File: config.mk
export PLATFORM = sky130hd
export DESIGN_NAME = uart_rx_oversampled
export DESIGN_NICKNAME = d
export VERILOG_FILES = /design/src/rtl/uart_rx_oversampled.sv
export SDC_FILE = /design/constraint.sdc
export NUM_CORES = 1
export LEC_CHECK = 0
export ABC_AREA = 1
export CAP_MARGIN = 20
export CORE_ASPECT_RATIO = 2
export CORE_MARGIN = 8
export CORE_UTILIZATION = 45
export CTS_BUF_LIST = sky130_fd_sc_hd__clkbuf_8 sky130_fd_sc_hd__clkbuf_16
export CTS_CLUSTER_DIAMETER = 100
export DETAILED_ROUTE_END_ITERATION = 10
export MAX_ROUTING_LAYER = met4
export PLACE_DENSITY = 0.66
export SLEW_MARGIN = 20
export SYNTH_ARGS = -nofsm -noshare
export SYNTH_HDL_FRONTEND = slang
export SYNTH_SLANG_ARGS = --single-unit
File: constraint.sdc
create_clock -name clk -period 1.8 [get_ports clk]
set_clock_uncertainty 0.05 [all_clocks]
set_input_delay 0.45 -clock clk [delete_from_list [all_inputs] [get_ports clk]]
set_output_delay 0.45 -clock clk [all_outputs]
set_load 0.05 [all_outputs]
File: src/rtl/uart_rx_oversampled.sv
// UART receiver: 16x-oversampled start/data/parity/stop recovery
// with a valid/ack holding register and sticky overrun.
module uart_rx_oversampled #(
    parameter int DATA_BITS         = 8,
    parameter int OVERSAMPLING_RATE = 16,
    parameter int PARITY_EN         = 1,
    parameter int PARITY_ODD        = 0
) (
    input  logic                 clk,
    input  logic                 rst_n,
    input  logic                 BCLK,
    input  logic                 RxD,
    input  logic                 RxAck,
    output logic [DATA_BITS-1:0] RxData,
    output logic                 RxValid,
    output logic                 ParityErr,
    output logic                 FrameErr,
    output logic                 Overrun
);

    localparam int OSW = $clog2(OVERSAMPLING_RATE);
    localparam int BW  = $clog2(DATA_BITS);

    localparam logic [OSW-1:0] OS_MID   = OSW'(OVERSAMPLING_RATE / 2 - 1);
    localparam logic [OSW-1:0] OS_LAST  = OSW'(OVERSAMPLING_RATE - 1);
    localparam logic [BW-1:0]  BIT_LAST = BW'(DATA_BITS - 1);
    localparam logic           PEN      = (PARITY_EN != 0);
    localparam logic           ODD      = (PARITY_ODD != 0);

    typedef enum logic [2:0] {
        IDLE,
        START,
        DATA,
        PARITY,
        STOP
    } state_t;

    state_t               state;
    logic                 rxd_m;
    logic                 rxd_s;
    logic                 bclk_d;
    logic                 tick;
    logic                 at_last;
    logic                 done;
    logic [OSW-1:0]       os_cnt;
    logic [BW-1:0]        bit_cnt;
    logic [DATA_BITS-1:0] shreg;
    logic                 perr;

    assign tick    = BCLK & ~bclk_d;
    assign at_last = tick && (os_cnt == OS_LAST);
    assign done    = (state == STOP) && at_last;

    // Idle-high line and BCLK history reset high so reset never fakes a start or a tick.
    always_ff @(posedge clk) begin
        if (!rst_n) begin
            rxd_m  <= 1'b1;
            rxd_s  <= 1'b1;
            bclk_d <= 1'b1;
        end else begin
            rxd_m  <= RxD;
            rxd_s  <= rxd_m;
            bclk_d <= BCLK;
        end
    end

    always_ff @(posedge clk) begin
        if (!rst_n) begin
            state     <= IDLE;
            os_cnt    <= '0;
            bit_cnt   <= '0;
            shreg     <= '0;
            perr      <= 1'b0;
            RxData    <= '0;
            RxValid   <= 1'b0;
            ParityErr <= 1'b0;
            FrameErr  <= 1'b0;
            Overrun   <= 1'b0;
        end else begin
            unique case (state)
                IDLE: begin
                    if (!rxd_s) begin
                        state  <= START;
                        os_cnt <= '0;
                    end
                end
                START: begin
                    if (tick) begin
                        if (os_cnt == OS_MID) begin
                            os_cnt  <= '0;
                            bit_cnt <= '0;
                            state   <= rxd_s ? IDLE : DATA;
                        end else begin
                            os_cnt <= os_cnt + 1'b1;
                        end
                    end
                end
                DATA: begin
                    if (at_last) begin
                        os_cnt <= '0;
                        shreg  <= {rxd_s, shreg[DATA_BITS-1:1]};
                        if (bit_cnt == BIT_LAST) begin
                            bit_cnt <= '0;
                            state   <= PEN ? PARITY : STOP;
                        end else begin
                            bit_cnt <= bit_cnt + 1'b1;
                        end
                    end else if (tick) begin
                        os_cnt <= os_cnt + 1'b1;
                    end
                end
                PARITY: begin
                    if (at_last) begin
                        os_cnt <= '0;
                        perr   <= ((^shreg) ^ rxd_s) != ODD;
                        state  <= STOP;
                    end else if (tick) begin
                        os_cnt <= os_cnt + 1'b1;
                    end
                end
                STOP: begin
                    if (at_last) begin
                        os_cnt <= '0;
                        state  <= IDLE;
                    end else if (tick) begin
                        os_cnt <= os_cnt + 1'b1;
                    end
                end
                default: begin
                    state  <= IDLE;
                    os_cnt <= '0;
                end
            endcase

            // A completing frame wins over an ack; ack then only suppresses overrun.
            if (done) begin
                RxData    <= shreg;
                ParityErr <= PEN & perr;
                FrameErr  <= ~rxd_s;
                RxValid   <= 1'b1;
                if (RxValid && !RxAck) begin
                    Overrun <= 1'b1;
                end
            end else if (RxValid && RxAck) begin
                RxValid <= 1'b0;
                Overrun <= 1'b0;
            end
        end
    end

endmodule

==> out/qor_table.md <==
| Group | Metric | This run |
|:---|:---|:---|
| outcome | Status | finished clean |
| global routing | Maximum number of pins on one net before global-route repair | 25 |
| logic synthesis | Post-synthesis register bit count | 34 |
| logic synthesis | Sequential cell area fraction in the yosys report | 0.4165 |
| logic synthesis | Area leader, netlist | sky130_fd_sc_hd__dfxtp_1 |
| setup path | Required time reported for the critical path endpoint | 1.94 ns |
| finish | Combined flip-flop and latch cell area | 681.9 sq um |
| detailed routing | Detailed Routing Iterations Pass 1 | 4 |
| floorplanning | Number of placement rows | 31 |
| timing | Setup repair after global routing missed its margin | no |
| floorplanning | Die outline area | 0.005933 sq mm |
| timing | Endpoints failing hold | 0 |
| setup path | Nature of the critical path startpoint | input port |
| detailed routing | Met3 Wirelength | 70 microns |
| detailed routing | Routed Antenna Nets | 0 |
| power and ir drop | Maximum resistive drop on vdd | 756.7 uV |
| detailed routing | Violation count after the first detailed-routing iteration | 19 |
| min path | Class of the tightest hold or removal check | reg -> reg |
| clocking | TritonCTS clock tree | built |
| logic synthesis | Number of distinct library cells after synthesis | 29 |
| placement | Final HPWL from detailed placement | 2602 microns |
| flow run | Number of violations of the max-capacitance limit | 0 |
| clocking | CTS root buffer | sky130_fd_sc_hd__clkbuf_8 |
| detailed routing | Routed length per instance | 11.14 microns |
| timing | Worst Max-Slew Pin Slew | 0.3770 ns |
| finish | Commonest non-fill, non-tap cells in the layout | 55 x sky130_fd_sc_hd__nand2_1, 33 x sky130_fd_sc_hd__dfxtp_1, 27 x sky130_fd_sc_hd__inv_1 |
| finish | Final-layout fill cell count | 373 |
| global routing | Antenna violations before repair | 0 |
| detailed routing | Count of unresolved DRC violations after routing | 0 |
| finish | Area of the multi-input gates | 783.3 sq um |
| timing | Normalized max-slew margin | 0.7484 |
| global routing | Via count of the first global-routing pass | 1,483 |
| clocking | Htree depth | 2 |
| clocking | Clock buffer count from CTS | 5 |
| timing | Maximum achievable frequency | 627.9 MHz |
| logic synthesis | Mapped Nets | 235 |
| logic synthesis | Synth top area share | 0.4165 |
| detailed routing | Met1 routed wirelength after detailed routing | 1306 microns |
| floorplanning | Count of pins on the block boundary | 17 |
| finish | Commonest non-fill, non-tap cell in the layout | sky130_fd_sc_hd__nand2_1 |
| finish | Cell area after layout | 0.001928 sq mm |
| finish | Final net count | 260 |
| global routing | Global-route congestion overflow total | 0 |
| setup path | Top Family by Delay on Critical Path | buffers and inverters |
| clocking | Insertion delay of the later-clocked pin in the worst-skew pair | 0.29 ns |
| global routing | Wire length of the first global-routing pass | 6092 microns |
| finish | Post-synthesis to final-layout area growth | 17.99% |
| clocking | Clock Tree Buf Depth | 2 |
| detailed routing | Routed wire length | 3354 microns |
| setup path | Critical Path Sink Type | flop |
| setup path | Most common cell on crit path | sky130_fd_sc_hd__nand2_1 |
| logic synthesis | Mean cell area of the mapped netlist | 7.199 sq um |
| timing | Tmin final | 1.593 ns |
| setup path | Crit path buf inv count | 3 |
| setup path | Crit-path cells | clkdlybuf4s50_1 > nand2_1 > inv_1 > nand2_2 > clkinv_1 > nand2_4 > a21boi_4 > o21ai_1 > nand2_1 > nor2_1 |
| detailed routing | Average via count per standard cell | 4.797 |
| setup path | Type of the setup path with the least slack | in -> reg |
| setup path | Delay contributed by the slowest stage of the critical path | 0.47 ns |
| detailed routing | Met2 WL post-DR | 1900 microns |
| detailed routing | Highest routed metal layer | met4 |
| timing | Setup violations, final | 0 |
| logic synthesis | Syn Std Cell Area | 0.001634 sq mm |
| setup path | Critical-path cell with the highest stage delay | sky130_fd_sc_hd__clkdlybuf4s50_1 |
| logic synthesis | Yosys warns | 0 |
| finish | Share of layout cells above drive strength 1 | 0.1746 |
| clocking | Hold-fix buffers, CTS | 0 |
| floorplanning | Die W | 58.61 microns |
| setup path | CP Data Arrival Time | 1.73 ns |
| placement | Pre-CTS setup slack | -0.1036 ns |
| global routing | Overall routing resource usage | 0.1336 |
| power and ir drop | Leakage power of the design | 0.8952 nW |
| floorplanning | Die extent in y | 101.2 microns |
| placement | Count of port buffers added during placement | 16 |
| placement | Post-placement cell area | 0.001851 sq mm |
| placement | Routability congestion estimate from global placement | 0.9059 |
| timing | Smallest setup slack after layout | 0.2073 ns |
| power and ir drop | Pwr Density | 1003 mW/mm^2 |
| detailed routing | DR vias | 1,444 |
| finish | Number of diodes added for antenna fixing | 0 |
| timing | Fin crit share | 0.8848 |
| setup path | Largest fanout on the critical path | 6 |
| timing | Worst hold slack across all endpoints | 0.3727 ns |
| clocking | Post-CTS clock slew at the launch and capture registers of the worst setup and hold paths | 0.07 ns |
| logic synthesis | Count of mapped cells out of synthesis | 227 |
| floorplanning | Initial standard-cell utilization of the core | 0.4579 |
| floorplanning | Core area | 0.003568 sq mm |
| logic synthesis | Largest cells by area after synthesis | sky130_fd_sc_hd__dfxtp_1 42%, sky130_fd_sc_hd__nand2_1 13%, sky130_fd_sc_hd__a21oi_1 8.0% |
| clocking | Total number of clock tree sinks | 34 |
| timing | Pins Over Slew Limit | 0 |
[worst paths after layout]
kind / from / end / slack, ns / depth (start not counted)
worst min-delay path: rxd_m / rxd_s / 0.37 / 1
worst min register to register: rxd_m / rxd_s / 0.37 / 1
worst max-delay path: BCLK / bit_cnt[0] / 0.21 / 10
worst max register to register: state[2] / state[0] / 0.22 / 9
[state kept, by name, summed over array words and instances (netlist names)]
| signal | flops |
|---|---|
| RxData | 8 |
| RxValid | 1 |
| state | 3 |
| rxd_s | 1 |
| FrameErr | 1 |
| perr | 1 |
| bit_cnt | 3 |
| os_cnt | 4 |
| shreg | 8 |
| bclk_d | 1 |
| Overrun | 1 |
| rxd_m | 1 |
| ParityErr | 1 |
[logic make-up after synthesis]
group	share of synthesized area
AND/OR/NAND/NOR	0.2672
AO/OA/AOI/OAI	0.1838
buffers and inverters	0.1041
flip-flops	0.4165
adder cells (fa/ha/maj)	0.02297
XOR/XNOR	0.005361
[layer usage]
layer	vias to the layer above	track usage
met2	11	0.2438
met1	649	0.1294
met4	0	0.06122
li1	778	-
met5	-	-
met3	6	0.02672
[synth_stat cells]
library cell / count
sky130_fd_sc_hd__nand2_4: 1
sky130_fd_sc_hd__nor2_1: 16
sky130_fd_sc_hd__a21boi_4: 1
sky130_fd_sc_hd__inv_1: 25
sky130_fd_sc_hd__dfxtp_1: 34
sky130_fd_sc_hd__or2_2: 3
sky130_fd_sc_hd__buf_6: 3
sky130_fd_sc_hd__o31ai_1: 1
sky130_fd_sc_hd__xor2_1: 1
sky130_fd_sc_hd__clkinv_2: 1
sky130_fd_sc_hd__clkinv_4: 1
sky130_fd_sc_hd__o211ai_2: 1
sky130_fd_sc_hd__o21ai_1: 6
sky130_fd_sc_hd__o21ai_0: 19
sky130_fd_sc_hd__a21oi_1: 26
sky130_fd_sc_hd__nand2_2: 3
sky130_fd_sc_hd__nand3_2: 2
sky130_fd_sc_hd__buf_2: 2
sky130_fd_sc_hd__clkbuf_1: 1
sky130_fd_sc_hd__nand2_1: 55
sky130_fd_sc_hd__ha_1: 3
sky130_fd_sc_hd__nand3_1: 11
sky130_fd_sc_hd__nor2_2: 2
sky130_fd_sc_hd__a31oi_1: 1
sky130_fd_sc_hd__nand4_1: 2
sky130_fd_sc_hd__nor3_1: 1
sky130_fd_sc_hd__inv_2: 2
sky130_fd_sc_hd__clkinv_1: 2
sky130_fd_sc_hd__nor3_4: 1
[where the power goes]
part           switching, mW  leakage (nW)  internal [mW]
Combinational          0.364         0.573          0.194
Sequential            0.0593         0.276          0.803
Clock                  0.258        0.0466          0.255
[final cells by class]
type                       count  area share
clock buffer                   5     0.03569
timing repair buffer          24      0.1051
clock inverter                 2    0.003894
inverter                      31     0.06360
sequential                    34      0.3537
multi-input combinational    156      0.4062
tap                           49     0.03180
[stage by stage]
| stage | power (mW) | TNS [ns] | util | std cells |
|---|---|---|---|---|
| final | 1.934 | 0 | 0.5403 | 301 |
| after global routing | 2.076 | 0 | 0.5403 | 301 |
| after CTS | 1.956 | 0 | 0.5400 | 301 |
| after detailed placement | 1.441 | -0.9865 | 0.5186 | 294 |
| after global placement | 1.440 | -0.6296 | 0.5186 | 294 |
| after floorplan | 1.314 | 0 | - | 227 |
[repair_timing]
action	in CTS	in global routing
gates resized for setup	0	1
setup endpoints to repair	0	1
endpoints found under the hold margin	0	0
buffers inserted	0	0
No activity file was read; power rests on OpenSTA's default activity.
